<file path="src/rtl/song_select_ctrl.sv">
// Push-button front end for the melody player: synchronizes and debounces three
// buttons, then drives a one-hot song select with a silent gap on song changes.
module song_select_ctrl #(
    parameter int DEBOUNCE_CYCLES = 2000000,
    parameter int GAP_CYCLES      = 10000000,
    parameter int NUM_SONGS       = 3
) (
    input  logic                         clk,
    input  logic                         rst,
    input  logic                         btn_play,
    input  logic                         btn_next,
    input  logic                         btn_prev,
    output logic [NUM_SONGS-1:0]         mode,
    output logic                         playing,
    output logic [$clog2(NUM_SONGS)-1:0] sel_idx
);
    localparam int SEL_W = $clog2(NUM_SONGS);
    localparam int DB_W  = $clog2(DEBOUNCE_CYCLES + 1);
    localparam int GAP_W = $clog2(GAP_CYCLES + 1);
    localparam logic [DB_W-1:0]  DB_LAST  = DB_W'(DEBOUNCE_CYCLES - 1);
    localparam logic [GAP_W-1:0] GAP_LOAD = GAP_W'(GAP_CYCLES - 1);
    localparam logic [SEL_W-1:0] SEL_LAST = SEL_W'(NUM_SONGS - 1);

    typedef enum logic [1:0] {IDLE, PLAY, GAP} state_t;

    function automatic logic [NUM_SONGS-1:0] one_hot(input logic [SEL_W-1:0] s);
        return NUM_SONGS'(1) << s;
    endfunction

    function automatic logic [SEL_W-1:0] sel_step(input logic [SEL_W-1:0] s, input logic fwd);
        if (fwd)
            return (s == SEL_LAST) ? '0 : s + 1'b1;
        else
            return (s == '0) ? SEL_LAST : s - 1'b1;
    endfunction

    // bit 0 = play, bit 1 = next, bit 2 = prev
    logic [2:0]      btn_raw;
    logic [2:0]      sync_p0;
    logic [2:0]      sync_p1;
    logic [2:0]      db_p2;
    logic [2:0]      db_q;
    logic [DB_W-1:0] db_cnt [3];
    logic [2:0]      press;

    assign btn_raw = {btn_prev, btn_next, btn_play};

    // stage 0/1: synchronizer, stage 2: debounced level
    always_ff @(posedge clk) begin
        if (rst) begin
            sync_p0 <= '0;
            sync_p1 <= '0;
            db_p2   <= '0;
            db_q    <= '0;
            for (int i = 0; i < 3; i++) db_cnt[i] <= '0;
        end else begin
            sync_p0 <= btn_raw;
            sync_p1 <= sync_p0;
            db_q    <= db_p2;
            for (int i = 0; i < 3; i++) begin
                if (sync_p1[i] == db_p2[i]) begin
                    db_cnt[i] <= '0;
                end else if (db_cnt[i] == DB_LAST) begin
                    db_p2[i]  <= sync_p1[i];
                    db_cnt[i] <= '0;
                end else begin
                    db_cnt[i] <= db_cnt[i] + 1'b1;
                end
            end
        end
    end

    assign press = db_p2 & ~db_q;

    state_t                state_q, state_d;
    logic [SEL_W-1:0]      sel_d;
    logic [GAP_W-1:0]      gap_cnt, gap_d;
    logic [NUM_SONGS-1:0]  mode_d;
    logic                  playing_d;
    logic                  do_play, do_nav;
    logic [SEL_W-1:0]      nav_sel;

    // next and prev in the same cycle cancel; play dominates both
    assign do_play = press[0];
    assign do_nav  = press[1] ^ press[2];
    assign nav_sel = sel_step(sel_idx, press[1]);

    always_comb begin
        state_d = state_q;
        sel_d   = sel_idx;
        gap_d   = gap_cnt;
        case (state_q)
            IDLE: begin
                if (do_play)     state_d = PLAY;
                else if (do_nav) sel_d = nav_sel;
            end
            PLAY: begin
                if (do_play) begin
                    state_d = IDLE;
                end else if (do_nav) begin
                    sel_d   = nav_sel;
                    state_d = GAP;
                    gap_d   = GAP_LOAD;
                end
            end
            GAP: begin
                if (do_play) begin
                    state_d = IDLE;
                    gap_d   = '0;
                end else if (do_nav) begin
                    sel_d = nav_sel;
                    gap_d = GAP_LOAD;
                end else if (gap_cnt == '0) begin
                    state_d = PLAY;
                end else begin
                    gap_d = gap_cnt - 1'b1;
                end
            end
            default: state_d = IDLE;
        endcase
        mode_d    = (state_d == PLAY) ? one_hot(sel_d) : '0;
        playing_d = (state_d == PLAY);
    end

    always_ff @(posedge clk) begin
        if (rst) begin
            state_q <= IDLE;
            sel_idx <= '0;
            gap_cnt <= '0;
            mode    <= '0;
            playing <= 1'b0;
        end else begin
            state_q <= state_d;
            sel_idx <= sel_d;
            gap_cnt <= gap_d;
            mode    <= mode_d;
            playing <= playing_d;
        end
    end
endmodule

</file>
<file path="config.mk">
export PLATFORM = sky130hd
export DESIGN_NAME = song_select_ctrl
export DESIGN_NICKNAME = d
export VERILOG_FILES = /design/src/rtl/song_select_ctrl.sv
export SDC_FILE = /design/constraint.sdc
export NUM_CORES = 1
export LEC_CHECK = 0
export CAP_MARGIN = 20
export CORE_MARGIN = 2
export CORE_UTILIZATION = 25
export CTS_BUF_LIST = sky130_fd_sc_hd__clkbuf_8 sky130_fd_sc_hd__clkbuf_16
export DETAILED_ROUTE_END_ITERATION = 8
export SLEW_MARGIN = 5
export SYNTH_ARGS = -nofsm -noshare
export SYNTH_HDL_FRONTEND = slang
export SYNTH_SLANG_ARGS = --single-unit
</file>
<file path="constraint.sdc">
create_clock -name clk -period 3.8 [get_ports clk]
set_clock_uncertainty 0.15 [all_clocks]
set_input_delay 0.95 -clock clk [delete_from_list [all_inputs] [get_ports clk]]
set_output_delay 0.95 -clock clk [all_outputs]
set_load 0.01 [all_outputs]
</file>
Yosys cells after proc, flatten, opt, wreduce, memory -nomap -nowiden:

Memories as Yosys holds them, arrays and structs flattened.
Cells that the tools add are included.

* register bits: 44
* RAM bits: 63
* bits of input ports: 5
* output and inout bits: 6
* word-level logic and storage cells: 121
* memories: 1

* $add $sub $neg: 6
* eq/ne operators: 13
* shifts and indexed selects: 1
* mux-type cells: 63
* bitwise operators: 16
* reductions and logical operators: 10

Memory list
* db_cnt: depth 3, width 21, read ports 3, clocked after Yosys merged registers in 0, write ports 3, line 43 `logic [DB_W-1:0] db_cnt [3];`

Operator list (number)
* $mux W21: 9
* $mux W24: 5
* $add A21 B1 Y21 const B: 3
* $eq A21 B21 Y1 const B: 3
* $pmux W24 S2: 1
* $mux W1: 35
* $logic_not A24 Y1: 1
* $mux W2: 12
* $sub A24 B1 Y24 const B: 1
* $or A1 B1 Y1: 9
* $pmux W2 S3: 1
* $reduce_and A2 Y1: 3
* $eq A2 B1 Y1 const B: 2
* $eq A2 B2 Y1 const B: 2
* $logic_not A2 Y1: 2
* $ne A2 B2 Y1 const B: 2
* $ne A4 B4 Y1 const B: 1
* $not A1 Y1: 4
* $reduce_and A4 Y1: 1
* $and A3 B3 Y3: 1
* $eq A1 B1 Y1: 3
* $not A3 Y3: 1
* $reduce_or A3 Y1: 1
* $shl A1 B2 Y3 const A: 1
* 5 further kinds: 5

Logic depth before layout (Yosys ltp):

* depth in word-level cells: 9
* gate-level depth with buffers: 9

Worst setup path before layout:

No wires, ideal clock.

* path kind: reg2reg
* from: reg gap_cnt[0]
* to: reg gap_cnt[12]
* setup time: 0.116 ns
* arrival time: 2.447 ns
* slack: 1.087 ns
* stages on the path, launching flop included: 10
* period minus slack after synthesis: 2.713 ns
* path through: dfxtp_1 > inv_1 > ha_1 > or4b_4 > or4_4 > buf_6 > o31ai_4 > buf_6 > nand2_4 > o211a_1

* word-level cells in the longest chain between the ends: 5
* elaborated cells between the ends (all ways): 8
* those cells by class: 1 x add/sub; 1 x eq/ne; 4 x mux; 2 x reduce/logical

Ends and longest elaborated chain
* from (decl): line 77 `logic [GAP_W-1:0] gap_cnt, gap_d;`
* from (signal assigned): line 135 `gap_cnt <= gap_d;`
* $sub A24 B1 Y24: line 116 `gap_d = gap_cnt - 1'b1;`
* $mux W24: line 113 `end else if (gap_cnt == '0) begin`
* $mux W24: line 110 `end else if (do_nav) begin`
* $mux W24: line 107 `if (do_play) begin`
* $pmux W24 S2: line 92 `case (state_q)`

Several ways; a longest one is shown, not always the timed one. The select of a mux whose other input is x is not followed.
A chain may end at the register's enable or synchronous reset.

Worst setup path in the final report:

* from: reg gap_cnt[0]
* to: reg gap_cnt[4]

The elaborated chain is that of the path after synthesis.

==> metrics.md <==
| Metric | Value |
|---|---|
| P&R area growth vs syn | `16.3%` |
| Sequential Power Share | `0.571` |
| Most frequent cell after synthesis | `nor2_1` |
| Comb power frac | `0.033` |
| Crit path from | `gap_cnt[0]$_SDFFE_PP0P_` |
| Fin crit share | `0.749` |
| RSZ-0062 raised after global routing | `false` |
| Seq/Total Area, Yosys | `0.488` |
| Drt pass-1 iters | `4` |
| Core area | `0.0224 mm2` |
| Gpl congestion | `0.766` |
| Final hold vios | `0` |
| Worst Path Max Fanout | `7` |
| Slowest Stage Delay on Critical Path | `0.60 ns` |
| Setup TNS | `0 ns` |
| 1st-iter DRT viols | `278` |
| Pin count of the biggest net entering global routing | `34` |
| Vias in the first global route | `3995` |
| Final setup violation count | `0` |
| Bufs and invs on worst path | `1` |
| Syn avg cell area | `9.79 um2` |
| Number of remaining DRC errors | `0` |
| Share of layout cells above drive strength 1 | `0.0535` |
| Die Wd | `155 um` |
| Fillcell total | `2377` |
| Clk buf depth | `2` |
| Post-Route WL | `10900 um` |
| Fmax | `351 MHz` |
| Clock power frac | `0.395` |
| Post-CTS setup buffer count | `0` |
| Cell Rows | `55` |
| Number of flops mapped to enable cells by yosys | `63` |
| Worst Tran Pin Value | `0.749 ns` |
| Worst endpoint required time | `3.86 ns` |
| CP Launch Type | `register` |
| Distinct cells, synth | `59` |
| Leak pwr | `0.00242 uW` |
| Port bufs | `10` |
| Clock transition at the registers of the reported paths | `0.07 ns` |
| Slew headroom | `0.497` |
| Hpwl dp | `7760 um` |
| Post-synth top area share | `0.333` |
| CTS Hold Bufs | `0` |
| Sw frac | `0.229` |
| Area leader, netlist | `edfxtp_1` |
| Synth Flop Type | `edfxtp_1` |
| Top Family by Delay on Critical Path | `simple AND/OR/NAND/NOR gates` |
| Register area | `0.00277 mm2` |
| CTS tree | `yes` |
| Cts repair resizes | `0` |
| Area taken by multi-input logic gates | `0.00296 mm2` |
| Mapped Cells | `580` |
| Initial Util | `0.253` |
| Die span in y | `155 um` |
| Pwr Density | `341 mW/mm2` |
| Crit-path cells | `inv_1, ha_1, or4b_4, or4_4, o31ai_4, and2_1, a221oi_1` |
| Outcome | `completed` |
| Max Slew Vio Count | `0` |
| CTS root buf | `clkbuf_16` |
| Netlist Area Pre-Place | `0.00568 mm2` |
| Reg2reg start | `gap_cnt[0]$_SDFFE_PP0P_` |
| Hold WC Path Type | `register to register` |
| Final instance area | `0.00660 mm2` |
| Crit-path slowest cell | `or4_4` |
| Post-layout min period | `2.85 ns` |
| Die ar. | `0.0239 mm2` |
| Num ports | `11` |
| Clk sinks | `107` |
| Int Pwr | `1740 uW` |
| Synth top area cells | `edfxtp_1 33%, dfxtp_1 16%, nor2_1 5.9%, xnor2_1 5.2%, xor2_1 4.5%` |
| ANT cells | `0` |
| Yosys synthesis warning count | `0` |
| Most frequent cells after synthesis | `90 x nor2_1, 63 x edfxtp_1, 44 x dfxtp_1` |
| Final net count | `661` |
| HP Start | `sync_p0[1]$_SDFF_PP0_` |
| Cts bufs inserted | `9` |
| Post-DP Area | `0.00632 mm2` |
| Crit. End Element | `register` |
| Net Sw Power | `516 uW` |
| Post-DR vias/cell | `4.48` |
| Arrival time at the worst endpoint | `2.91 ns` |
| Total congestion overflow | `0` |
| Worst hold slack | `0.291 ns` |
| Vias | `4209` |
| Max VDD drop | `0.212 mV` |
| Later-pin clock latency in the skew report | `0.35 ns` |
| Initial antenna violation count | `0` |
| Max-Cap Viols | `0` |
| Total track usage | `0.0965` |
| Async set-reset flop share out of synthesis | `0` |
| H-tree levels | `3` |
| Final ANT Viol Nets | `0` |
| Critical path class | `register to register` |
| First-pass GRT wire length | `19000 um` |
| Routed length per instance | `11.6 um` |
| #FFs+latches synth | `107` |
sequential cells by signal (all words and copies together) (netlist names), 3 cells and up:
signal and cells:
sync_p1 3, mode 3, sync_p0 3, db_p2 3, db_cnt 63, db_q 3, gap_cnt 24
layout make-up:
type                    count  share of cell area
clock buffers               9              0.0341
clock inverters             7             0.00777
inverters                  21              0.0119
multi-input cells         492               0.448
flip-flops and latches    107               0.420
well taps                 285              0.0540
repair buffers             18              0.0243
worst reg2reg max path: stages, from the launching register on:
cell	delay, ns
dfxtp_1	0.32
inv_1	0.08
ha_1	0.20
or4b_4	0.52
or4_4	0.60
o31ai_4	0.32
and2_1	0.36
a221oi_1	0.15
cell families (layout without fill, tap and decap cells):
kind of cell / count (synthesis) / in the layout / share of synthesized area
multiplexers: 8 / 8 / 0.0141
XOR/XNOR: 63 / 63 / 0.0972
AND/OR/NAND/NOR: 269 / 269 / 0.244
other: 1 / 63 / 0.000660
AO/OA/AOI/OAI: 82 / 82 / 0.108
buffers and inverters: 43 / 55 / 0.0320
adder cells (fa/ha/maj): 7 / 7 / 0.0154
flip-flops: 107 / 107 / 0.488
metal layers:
layer / share of wire / vias to the layer above / GRT usage
met4: 0.011 / 0 / 0.0357
met3: 0.026 / 6 / 0.0185
li1: - / 2166 / -
met5: 0 / - / 0
met2: 0.46 / 44 / 0.157
met1: 0.50 / 1993 / 0.128
layout by cell type (no fill, tap or decap), types with 5 or more instances in the layout:
cell	n
or3_1	11
mux2i_1	8
nor4_1	5
inv_1	22
nor4b_1	5
nand4_1	11
nand2b_1	10
xor2_1	29
nor2_1	90
and3_1	11
a21oi_1	17
nor2b_1	14
nor3_1	19
a2111o_1	5
clkdlybuf4s50_1	10
clkbuf_16	9
a221oi_1	8
buf_4	8
ha_1	7
dfxtp_1	44
nand3_1	29
o21ai_0	10
edfxtp_1	63
xnor2_1	34
nand2_1	37
conb_1	63
and4_1	7
power by group through the flow:
stage	clock network (uW)	logic, uW	registers, uW
finish	891	75.1	1290
global route	970	88.0	1290
CTS	924	74.9	1290
detailed placement	0	73.9	1310
global placement	0	73.9	1310
floorplan	0	58.4	1310
worst paths after layout:
path,end,slack (ns),cells past startpoint
max,gap_cnt[4]$_SDFFE_PP0P_,0.95,7
min,sync_p1[1]$_SDFF_PP0_,0.29,1
max reg2reg,gap_cnt[4]$_SDFFE_PP0P_,0.95,7
min reg2reg,sync_p1[1]$_SDFF_PP0_,0.29,1
metrics by stage:
step,power (uW),std cells,utilization,setup WS (ns)
after floorplan,1360,642,-,1.09
after global placement,1390,923,0.282,0.834
after detailed placement,1390,923,0.282,0.804
after CTS,2290,939,0.294,0.943
after global routing,2350,939,0.294,0.786
final,2250,939,0.294,0.954
(Power assumes the default switching activity.)
